`src/rtl/pattern_source.sv`:
```
// Programmable pattern source: emits bursts of N words (hold/rotate/LFSR/increment) feeding the inverter bank.
// Latency: first word valid the cycle after an accepted start; done pulses the cycle after the last handshake.
// Backpressure: while out_valid & !out_ready, out_data, pattern and remaining hold stable.
module pattern_source #(
   parameter int unsigned          WIDTH = 8,
   parameter logic [WIDTH-1:0]     SEED  = 8'hAA,
   parameter logic [WIDTH-1:0]     TAPS  = 8'hB8
) (
   input  logic             clk,
   input  logic             reset,
   input  logic             load_en,
   input  logic [WIDTH-1:0] load_data,
   input  logic [1:0]       mode,
   input  logic             start,
   input  logic [7:0]       num_words,
   output logic             out_valid,
   input  logic             out_ready,
   output logic [WIDTH-1:0] out_data,
   output logic             busy,
   output logic             done
);

   typedef enum logic [1:0] {
      S_IDLE = 2'd0,
      S_RUN  = 2'd1,
      S_DONE = 2'd2
   } state_t;

   localparam logic [1:0] M_HOLD = 2'b00;
   localparam logic [1:0] M_ROT  = 2'b01;
   localparam logic [1:0] M_LFSR = 2'b10;
   localparam logic [1:0] M_INC  = 2'b11;

   state_t           state_q, state_d;
   logic [WIDTH-1:0] pattern_q, pattern_d;
   logic [7:0]       remaining_q, remaining_d;
   logic [1:0]       mode_q, mode_d;
   logic             out_valid_q, out_valid_d;
   logic             busy_q, busy_d;
   logic             done_q, done_d;
   logic [WIDTH-1:0] next_pattern;

   // Next-pattern rule selected by the mode latched at start; all-zero LFSR state escapes to SEED.
   always_comb begin
      next_pattern = pattern_q;
      case (mode_q)
         M_HOLD: next_pattern = pattern_q;
         M_ROT:  next_pattern = {pattern_q[WIDTH-2:0], pattern_q[WIDTH-1]};
         M_LFSR: begin
            if (pattern_q == '0)
               next_pattern = SEED;
            else
               next_pattern = {pattern_q[WIDTH-2:0], ^(pattern_q & TAPS)};
         end
         M_INC:  next_pattern = pattern_q + WIDTH'(1);
         default: next_pattern = pattern_q;
      endcase
   end

   // FSM next-state and datapath updates; outputs are decoded from the next state so they register cleanly.
   always_comb begin
      state_d     = state_q;
      pattern_d   = pattern_q;
      remaining_d = remaining_q;
      mode_d      = mode_q;
      case (state_q)
         S_IDLE: begin
            // A load in the same cycle as start wins, so the first word is load_data.
            if (load_en)
               pattern_d = load_data;
            if (start) begin
               mode_d      = mode;
               remaining_d = num_words;
               state_d     = (num_words == 8'd0) ? S_DONE : S_RUN;
            end
         end
         S_RUN: begin
            if (out_valid_q && out_ready) begin
               pattern_d   = next_pattern;
               remaining_d = remaining_q - 8'd1;
               if (remaining_q == 8'd1)
                  state_d = S_DONE;
            end
         end
         S_DONE: begin
            state_d = S_IDLE;
         end
         default: begin
            state_d = S_IDLE;
         end
      endcase
      out_valid_d = (state_d == S_RUN);
      busy_d      = (state_d == S_RUN);
      done_d      = (state_d == S_DONE);
   end

   // All state and registered outputs; synchronous reset aborts any burst without a done pulse.
   always_ff @(posedge clk) begin
      if (reset) begin
         state_q     <= S_IDLE;
         pattern_q   <= SEED;
         remaining_q <= 8'd0;
         mode_q      <= 2'b00;
         out_valid_q <= 1'b0;
         busy_q      <= 1'b0;
         done_q      <= 1'b0;
      end else begin
         state_q     <= state_d;
         pattern_q   <= pattern_d;
         remaining_q <= remaining_d;
         mode_q      <= mode_d;
         out_valid_q <= out_valid_d;
         busy_q      <= busy_d;
         done_q      <= done_d;
      end
   end

   assign out_valid = out_valid_q;
   assign busy      = busy_q;
   assign done      = done_q;
   assign out_data  = pattern_q;

endmodule

```
`config.mk`:
```
export PLATFORM = sky130hd
export DESIGN_NAME = pattern_source
export DESIGN_NICKNAME = d
export VERILOG_FILES = /design/src/rtl/pattern_source.sv
export SDC_FILE = /design/constraint.sdc
export NUM_CORES = 1
export LEC_CHECK = 0
export ABC_AREA = 1
export ABC_CLOCK_PERIOD_IN_PS = 3100
export CORE_UTILIZATION = 58
export CTS_BUF_LIST = sky130_fd_sc_hd__clkbuf_4
export DETAILED_ROUTE_END_ITERATION = 10
export DONT_BUFFER_PORTS = 1
export PLACE_DENSITY = 0.72
export REMOVE_ABC_BUFFERS = 1
export SYNTH_ARGS = -nofsm -noshare
export SYNTH_HDL_FRONTEND = slang
export SYNTH_SLANG_ARGS = --single-unit
```
`constraint.sdc`:
```
create_clock -name clk -period 3.1 [get_ports clk]
set_input_delay 0.31 -clock clk [delete_from_list [all_inputs] [get_ports clk]]
set_output_delay 0.31 -clock clk [all_outputs]
set_load 0.03 [all_outputs]
```
==> impl_metrics.toml, run 1 <==
[run_status]
status = "finished, final reports clean"

[cts]
cts_buffer_depth = 2
hold_buffers = 0
cts.htree.levels = 1
cts_resized = 0
cts.sinks = 22
cts_tree = "yes"
clk_latency_ns = 0.30
cts_root_buf = "clkbuf_4"
cts_inserted_buffers = 3
clkTransAtPathRegs_ns = 0.12
cts_setup_buffers = 0

[timing]
final.setup_skew_ns = 0.00800
tightest_slew_ns = 0.654
finalWorstSetupSlack_ns = 1.26
period_needed_ns = 1.84
setup-violations-final = 0
max_freq_mhz = 542
slew_viol_final = 0
rsz0062_at_grt = "no"
slew_headroom_pct = 56.3
setup_tns_ns = 0
finalHoldViolations = 0
final.period_utilization_pct = 59.5

[route]
via_per_inst = 5.56
route.detailed.drc = 0
totalWireLength_microns = 3420
detailedRoute.firstIterationViolations = 46
vias = 1490
avgRoutedWirePerCell_microns = 12.8
final_antenna_net_count = 0
dr.pass1.iters = 4

[place]
io_buffers = 0
dp_hpwl_microns = 2550
gp_congestion = 0.825
dp_slack_ns = 1.25
dp.cells = 265

[critical_path]
max_stage_delay_ns = 0.72
crit_arrival_ns = 2.09
cp.required_ns = 3.34
path_cells = "nand2_1 > nor2_4 > o21ai_1 > o21ai_2 > inv_1 > nor2_1 > nand2_1 > nand3_1"
crit_path_start_kind = "flip-flop"
crit_top_cell = "nand2_1"
cp_num_buf_inv = 1
critPathKind = "flip-flop to flip-flop"
path_max_fanout = 12
worstSetupEndpointType = "flip-flop"
cp_slowest_cell = "dfxtp_1"
path_delay_family = "flip-flops"

[global_routing]
grt_pass1_vias = 1307
antenna_found_initial = 0
grt_max_degree = 23
grtUsageTotal_pct = 25.6
grt_pass1_wl_microns = 5330
gr-total-overflow = 0

[yosys]
synthArstFlopShare_pct = 0
yosysWarnings = 0
synth_edf_count = 0
synthXorXnorAreaFrac_pct = 2.30
synth_top_family_by_area = "simple AND/OR/NAND/NOR gates"
muxShareOfSynthArea_pct = 0
syn_area_sq_um = 1530
synth_ff_type = "dfxtp_1"
synth_area_per_cell_sq_um = 6.25
synth.distinct_cells = 31
syn_inst = 244
synth-adder-area-share_pct = 4.92
synth_seq_area_share_pct = 28.9
synth_compound_area_share_pct = 18.9
synth-simple-area-share_pct = 33.1
synth_seq_cells = 22

[flow_run]
cap_violations = 0

[final_layout]
finish.utilization_pct = 61.8
antenna_cells = 0
fin_cells = 268
drive_above_1_share_pct = 6.30
fill_cells = 261
nets = 269
syn_to_final_growth_pct = 0.410
register_area_sq_um = 440
multi_input_area_sq_um = 903

[power]
p_leak_nw = 0.749
power_density_nw_per_um2 = 442
peakVddDrop_mv = 0.304

[die]
die_y_microns = 53.3
dieArea_sq_um = 2840
initial_core_util_pct = 61.6
rows = 18
die_w_microns = 53.3
ios = 34
core_area_sq_um = 2480

[min_path]
hp-class = "input pin to flip-flop"
-- cells by family after synthesis --
family / count (synthesis)
flip-flops: 22
adder cells (fa/ha/maj): 6
AO/OA/AOI/OAI: 54
XOR/XNOR: 4
AND/OR/NAND/NOR: 115
buffers and inverters: 43
-- final cells by class --
cell class              instances  share of cell area (%)
inverters                      34                    8.33
clock buffers                   3                    1.47
multi-input cells             179                    59.0
well taps                      30                    2.45
flip-flops and latches         22                    28.8
-- cells in the mapped netlist, drive strengths merged (3+ instances only) --
cell | n | share of area (%)
nand4 | 5 | 2.1
clkbuf | 3 | 0.82
nand2 | 53 | 14
a21oi | 18 | 5.9
buf | 6 | 2.7
nor2 | 33 | 9.3
ha | 6 | 4.9
inv | 34 | 8.4
o21ai | 30 | 10
nand3 | 18 | 5.9
dfxtp | 22 | 29
xor2 | 3 | 1.7
-- flip-flops by register name, indices dropped and copies added, names as in the netlist --
name	cells
mode_q	2
busy	1
state_q	2
remaining_q	8
done	1
out_data	8
-- power breakdown --
| group | internal (mW) | switching, mW | total (mW) |
|---|---|---|---|
| clock | 0.0452 | 0.0807 | 0.126 |
| sequential | 0.309 | 0.0604 | 0.369 |
| combinational | 0.0651 | 0.116 | 0.182 |
| total | 0.419 | 0.258 | 0.677 |
-- layer usage --
metal / up-vias / part of all wire (%) / GRT usage (%)
met5: - / 0 / 0
met4: 0 / 0.41 / 10.5
met3: 2 / 4.7 / 4.89
met2: 40 / 50 / 44.8
met1: 669 / 44 / 30.0
li1: 779 / - / -
-- metrics by stage --
step	hold WS (ns)	total power [mW]	instance area, sq um
6_report	0.169	0.677	1530
2_1_floorplan	0.454	0.512	1470
3_5_place_dp	0.478	0.556	1510
4_1_cts	0.152	0.685	1530
5_1_grt	0.150	0.727	1530
3_3_place_gp	0.461	0.550	1510
-- layout by cell type, fill, tap and decap left out, types with 5 or more instances in the layout --
master,netlist,layout
a21oi_1,18,18
dfxtp_1,22,22
ha_1,6,6
inv_1,31,31
nand2_1,50,50
nand3_1,18,18
nand4_1,5,5
nor2_1,30,30
o21ai_0,26,26
-- worst paths after layout --
kind              slack (ns)                         from  cells after the start                          end
setup / recovery        1.26              busy$_SDFF_PP0_                      8     out_data[5]$_SDFFE_PP1P_
hold / removal          0.17                 load_data[1]                      2     out_data[1]$_SDFFE_PP1P_
setup reg to reg        1.26              busy$_SDFF_PP0_                      8     out_data[5]$_SDFFE_PP1P_
hold reg to reg         0.52  remaining_q[3]$_SDFFE_PP0P_                      2  remaining_q[3]$_SDFFE_PP0P_
Note: power is estimated with default switching activity, not from simulation.
==> inputs of run 2 (changes only) <==
- ABC_CLOCK_PERIOD_IN_PS: 3100 -> 1890
- clock period: 3.1 -> 1.89 ns (I/O delays scaled with it)
==> impl_metrics.toml, run 2 (same netlist as run 1, synthesis figures left out) <==
[final_layout]
fill_cells = 257
antenna_cells = 0
multi_input_area_sq_um = 903
syn_to_final_growth_pct = 5.33
layout_common_cells = "50 x nand2_1, 31 x inv_1, 30 x nor2_1"
register_area_sq_um = 440
drive_above_1_share_pct = 10.1
nets = 279
final_common_cell = "nand2_1"

[global_routing]
gr-total-overflow = 0
grt_pass1_wl_microns = 5750
grt_pass1_vias = 1429
grtUsageTotal_pct = 27.5
antenna_found_initial = 0
grt_max_degree = 22

[cts]
clkTransAtPathRegs_ns = 0.12
cts_root_buf = "clkbuf_4"
cts.sinks = 22
cts_tree = "yes"
clk_latency_ns = 0.30
hold_buffers = 0
cts.htree.levels = 1
cts_inserted_buffers = 3
cts_resized = 0
cts_buffer_depth = 2
cts_setup_buffers = 0

[route]
avgRoutedWirePerCell_microns = 13.1
detailedRoute.firstIterationViolations = 61
route.detailed.drc = 0
dr.pass1.iters = 4
totalWireLength_microns = 3650
final_antenna_net_count = 0
vias = 1558
via_per_inst = 5.60

[flow_run]
cap_violations = 0

[place]
gp_congestion = 0.878
dp_slack_ns = 0.316
io_buffers = 0
dp_hpwl_microns = 2750

[timing]
final.setup_skew_ns = 0.00652
finalHoldViolations = 0
slew_headroom_pct = 63.0
finalWorstSetupSlack_ns = 0.305
tightest_slew_ns = 0.554
rsz0062_at_grt = "no"
period_needed_ns = 1.59
setup-violations-final = 0
max_freq_mhz = 631
slew_viol_final = 0
final.period_utilization_pct = 83.9
setup_tns_ns = 0

[min_path]
holdPathStages = 2
hp-class = "input pin to flip-flop"
min_from = "num_words[2]"
holdPathEnd = "remaining_q[2]$_SDFFE_PP0P_"

[critical_path]
crit_arrival_ns = 1.78
cp.required_ns = 2.08
ff2ff_setup_slack_ns = 0.30
worstSetupEndpointType = "flip-flop"
timing.rr.end = "out_data[1]$_SDFFE_PP1P_"
path_max_fanout = 14
critPathKind = "flip-flop to flip-flop"
crit_path_start_kind = "flip-flop"
r2r_start = "state_q[0]$_SDFF_PP0_"
r2r_cells = 7

[power]
power_density_nw_per_um2 = 715
p_clk_share_pct = 18.2
seq_power_share_pct = 48.0
p_sw_mw = 0.435
combPwrFrac_pct = 33.8
p_sw_share_pct = 37.9
peakVddDrop_mv = 0.488
intPower_mw = 0.713
p_leak_nw = 0.798

[die]
ios = 34
die_w_microns = 53.3
core_area_sq_um = 2480
dieArea_sq_um = 2840
initial_core_util_pct = 61.6
die_y_microns = 53.3
rows = 18

[run_status]
status = "finished, final reports clean"
## run 2: changes by cell type in the layout (fill, tap and decap cells not counted), sizes merged
cell  before  now
buf        0   10
## run 2: worst max path at each step
stage,from,end,slack (ns)
after floorplan,busy$_SDFF_PP0_,out_data[2]$_SDFFE_PP0P_,0.23
after global placement,state_q[1]$_SDFF_PP0_,out_data[0]$_SDFFE_PP0P_,0.36
after detailed placement,state_q[0]$_SDFF_PP0_,out_data[0]$_SDFFE_PP0P_,0.32
after CTS,state_q[0]$_SDFF_PP0_,out_data[0]$_SDFFE_PP0P_,0.30
after global routing,state_q[0]$_SDFF_PP0_,out_data[1]$_SDFFE_PP1P_,0.09
final,state_q[0]$_SDFF_PP0_,out_data[1]$_SDFFE_PP1P_,0.30
## run 2: power by group through the flow
stage	clock network [mW]	registers (mW)	logic, mW
floorplan	0	0.599	0.242
global placement	0	0.558	0.375
detailed placement	0	0.560	0.384
CTS	0.223	0.549	0.386
global route	0.242	0.557	0.435
finish	0.209	0.551	0.389
## run 2: layout make-up
class,instances,share of cell area (%)
clock buffers,3,1.40
multi-input cells,179,56.2
inverters,34,7.94
well taps,30,2.34
flip-flops and latches,22,27.4
repair buffers,10,4.67
## run 2: metrics by stage
stage / hold WS, ns / util (%) / power (mW) / instance area, sq um / std cells
2_1_floorplan: 0.333 / - / 0.841 / 1470 / 235
4_1_cts: 0.0285 / 64.8 / 1.16 / 1610 / 278
3_3_place_gp: 0.347 / 63.9 / 0.933 / 1580 / 275
3_5_place_dp: 0.353 / 63.9 / 0.943 / 1580 / 275
5_1_grt: 0.0306 / 64.8 / 1.23 / 1610 / 278
6_report: 0.0401 / 64.8 / 1.15 / 1610 / 278
## run 2: critical path, stage by stage, from the launching register on
cell and delay, ns:
dfxtp_1 0.37, nand2_2 0.21, inv_1 0.35, o21ai_0 0.15, a21oi_1 0.12, o21ai_0 0.10, o211ai_1 0.12, nand2_1 0.07
## run 2: per-layer routing
metal  vias up  GRT usage (%)  routed length [microns]
li1        800              -                        -
met1       704           31.2                     1520
met2        44           49.8                     1830
met3        10           4.31                      217
met4         0           11.8                       82
met5         -              0                        0
==> inputs of run 3 (changes only) <==
- ABC_CLOCK_PERIOD_IN_PS: 1890 -> 1400
- PLACE_DENSITY: 0.72 -> 0.74
- clock period: 1.89 -> 1.4 ns (I/O delays scaled with it)
==> impl_metrics.toml, run 3 (same netlist as run 1, synthesis figures left out) <==
[critical_path]
worstSetupEndpointType = "flip-flop"
crit_path_start_kind = "flip-flop"
critPathKind = "flip-flop to flip-flop"
r2r_start = "out_data[1]$_SDFFE_PP1P_"
path_max_fanout = 5
timing.rr.end = "out_data[5]$_SDFFE_PP1P_"
r2r_cells = 10
ff2ff_setup_slack_ns = 0.07
crit_arrival_ns = 1.53
cp.required_ns = 1.60

[cts]
cts.sinks = 22
cts_root_buf = "clkbuf_4"
cts_inserted_buffers = 3
clkTransAtPathRegs_ns = 0.13
cts.htree.levels = 1
cts_tree = "yes"
clk_latency_ns = 0.33
cts_buffer_depth = 2

[die]
core_area_sq_um = 2480
dieArea_sq_um = 2840
die_w_microns = 53.3
initial_core_util_pct = 61.6
ios = 34
rows = 18
die_y_microns = 53.3

[global_routing]
grtUsageTotal_pct = 30.3
gr-total-overflow = 0
grt_pass1_vias = 1492
antenna_found_initial = 0
grt_max_degree = 22
grt_pass1_wl_microns = 6280

[route]
via_per_inst = 5.76
dr.pass1.iters = 4
vias = 1694
detailedRoute.firstIterationViolations = 49
route.detailed.drc = 0
final_antenna_net_count = 0
totalWireLength_microns = 4000
avgRoutedWirePerCell_microns = 13.6

[min_path]
min_from = "num_words[7]"
hp-class = "input pin to flip-flop"
holdPathEnd = "remaining_q[7]$_SDFFE_PP0P_"
holdPathStages = 2

[power]
p_leak_nw = 0.870
power_density_nw_per_um2 = 1020
peakVddDrop_mv = 1.05

[timing]
finalHoldViolations = 0
rsz0062_at_grt = "yes"
slew_viol_final = 0
period_needed_ns = 1.33
final.period_utilization_pct = 94.8
tightest_slew_ns = 0.576
slew_headroom_pct = 61.6
worst_hold_slack_ns = 0.00446
max_freq_mhz = 753
final.setup_skew_ns = 0.00610
setup-violations-final = 0
setup_tns_ns = 0

[place]
dp_hpwl_microns = 2870
io_buffers = 0
gp_congestion = 0.960

[final_layout]
syn_to_final_growth_pct = 19.1
antenna_cells = 0
final_common_cell = "nand2_1"
layout_common_cells = "50 x nand2_1, 30 x nor2_1, 25 x inv_1, 25 x o21ai_0"
drive_above_1_share_pct = 18.9
nets = 294

[run_status]
status = "finished, final reports clean"

[flow_run]
cap_violations = 0
## run 3: metal layers
layer | vias up | share of wire (%) | track usage (%)
met2 | 70 | 51 | 53.5
li1 | 826 | - | -
met1 | 780 | 40 | 33.6
met5 | - | 0 | 0
met4 | 0 | 3.5 | 17.5
met3 | 18 | 5.8 | 4.89
## run 3: what timing repair did
action | CTS | global route
pin swaps | 0 | 8
hold buffers | 5 | 1
hold endpoints to repair | 5 | 1
setup buffers | 0 | 1
resized for setup | 1 | 22
setup endpoints to repair | 1 | 12
## run 3: how the worst max path moves through the flow
stage                                   from                        to  slack, ns
floorplan                    busy$_SDFF_PP0_  out_data[2]$_SDFFE_PP0P_      -0.26
global placement    out_data[1]$_SDFFE_PP1P_  out_data[3]$_SDFFE_PP1P_       0.08
detailed placement  out_data[1]$_SDFFE_PP1P_  out_data[3]$_SDFFE_PP1P_      0.003
CTS                 out_data[0]$_SDFFE_PP0P_  out_data[3]$_SDFFE_PP1P_      0.009
global route        out_data[1]$_SDFFE_PP1P_  out_data[2]$_SDFFE_PP0P_      -0.02
finish              out_data[1]$_SDFFE_PP1P_  out_data[5]$_SDFFE_PP1P_       0.07
## run 3: worst max-delay path: stages, from the launching register on
cell	delay (ns)
dfxtp_4	0.40
inv_4	0.04
ha_4	0.14
nand2_1	0.06
inv_1	0.05
nand4_1	0.16
nand2_1	0.08
nand2_1	0.06
nand3_1	0.07
nand2_1	0.07
nand3_1	0.06
## run 3: layout make-up
cell class,instances,area [sq um]
repair buffers,25,206
multi-input cells,179,931
inverters,34,139
clock buffers,3,22.5
flip-flops and latches,22,450
well taps,30,37.5
clock inverters,1,30.0
fillers,210,661
## run 3: stage by stage
step	total power [mW]	setup slack, ns	cell area (sq um)	cells	util (%)
floorplan	1.13	-0.256	1470	235	-
global placement	1.29	0.0800	1640	283	66.4
detailed placement	1.31	0.00342	1640	283	66.4
CTS	1.82	0.00873	1750	292	70.6
global route	1.96	-0.0248	1820	294	73.3
finish	1.86	0.0726	1820	294	73.3
## run 3: report_power, final
| group | total (mW) | internal, mW | switching, mW | leakage [nW] |
|---|---|---|---|---|
| Sequential | 0.755 | 0.688 | 0.0668 | 0.183 |
| Combinational | 0.602 | 0.231 | 0.371 | 0.659 |
| Clock | 0.504 | 0.290 | 0.214 | 0.0279 |
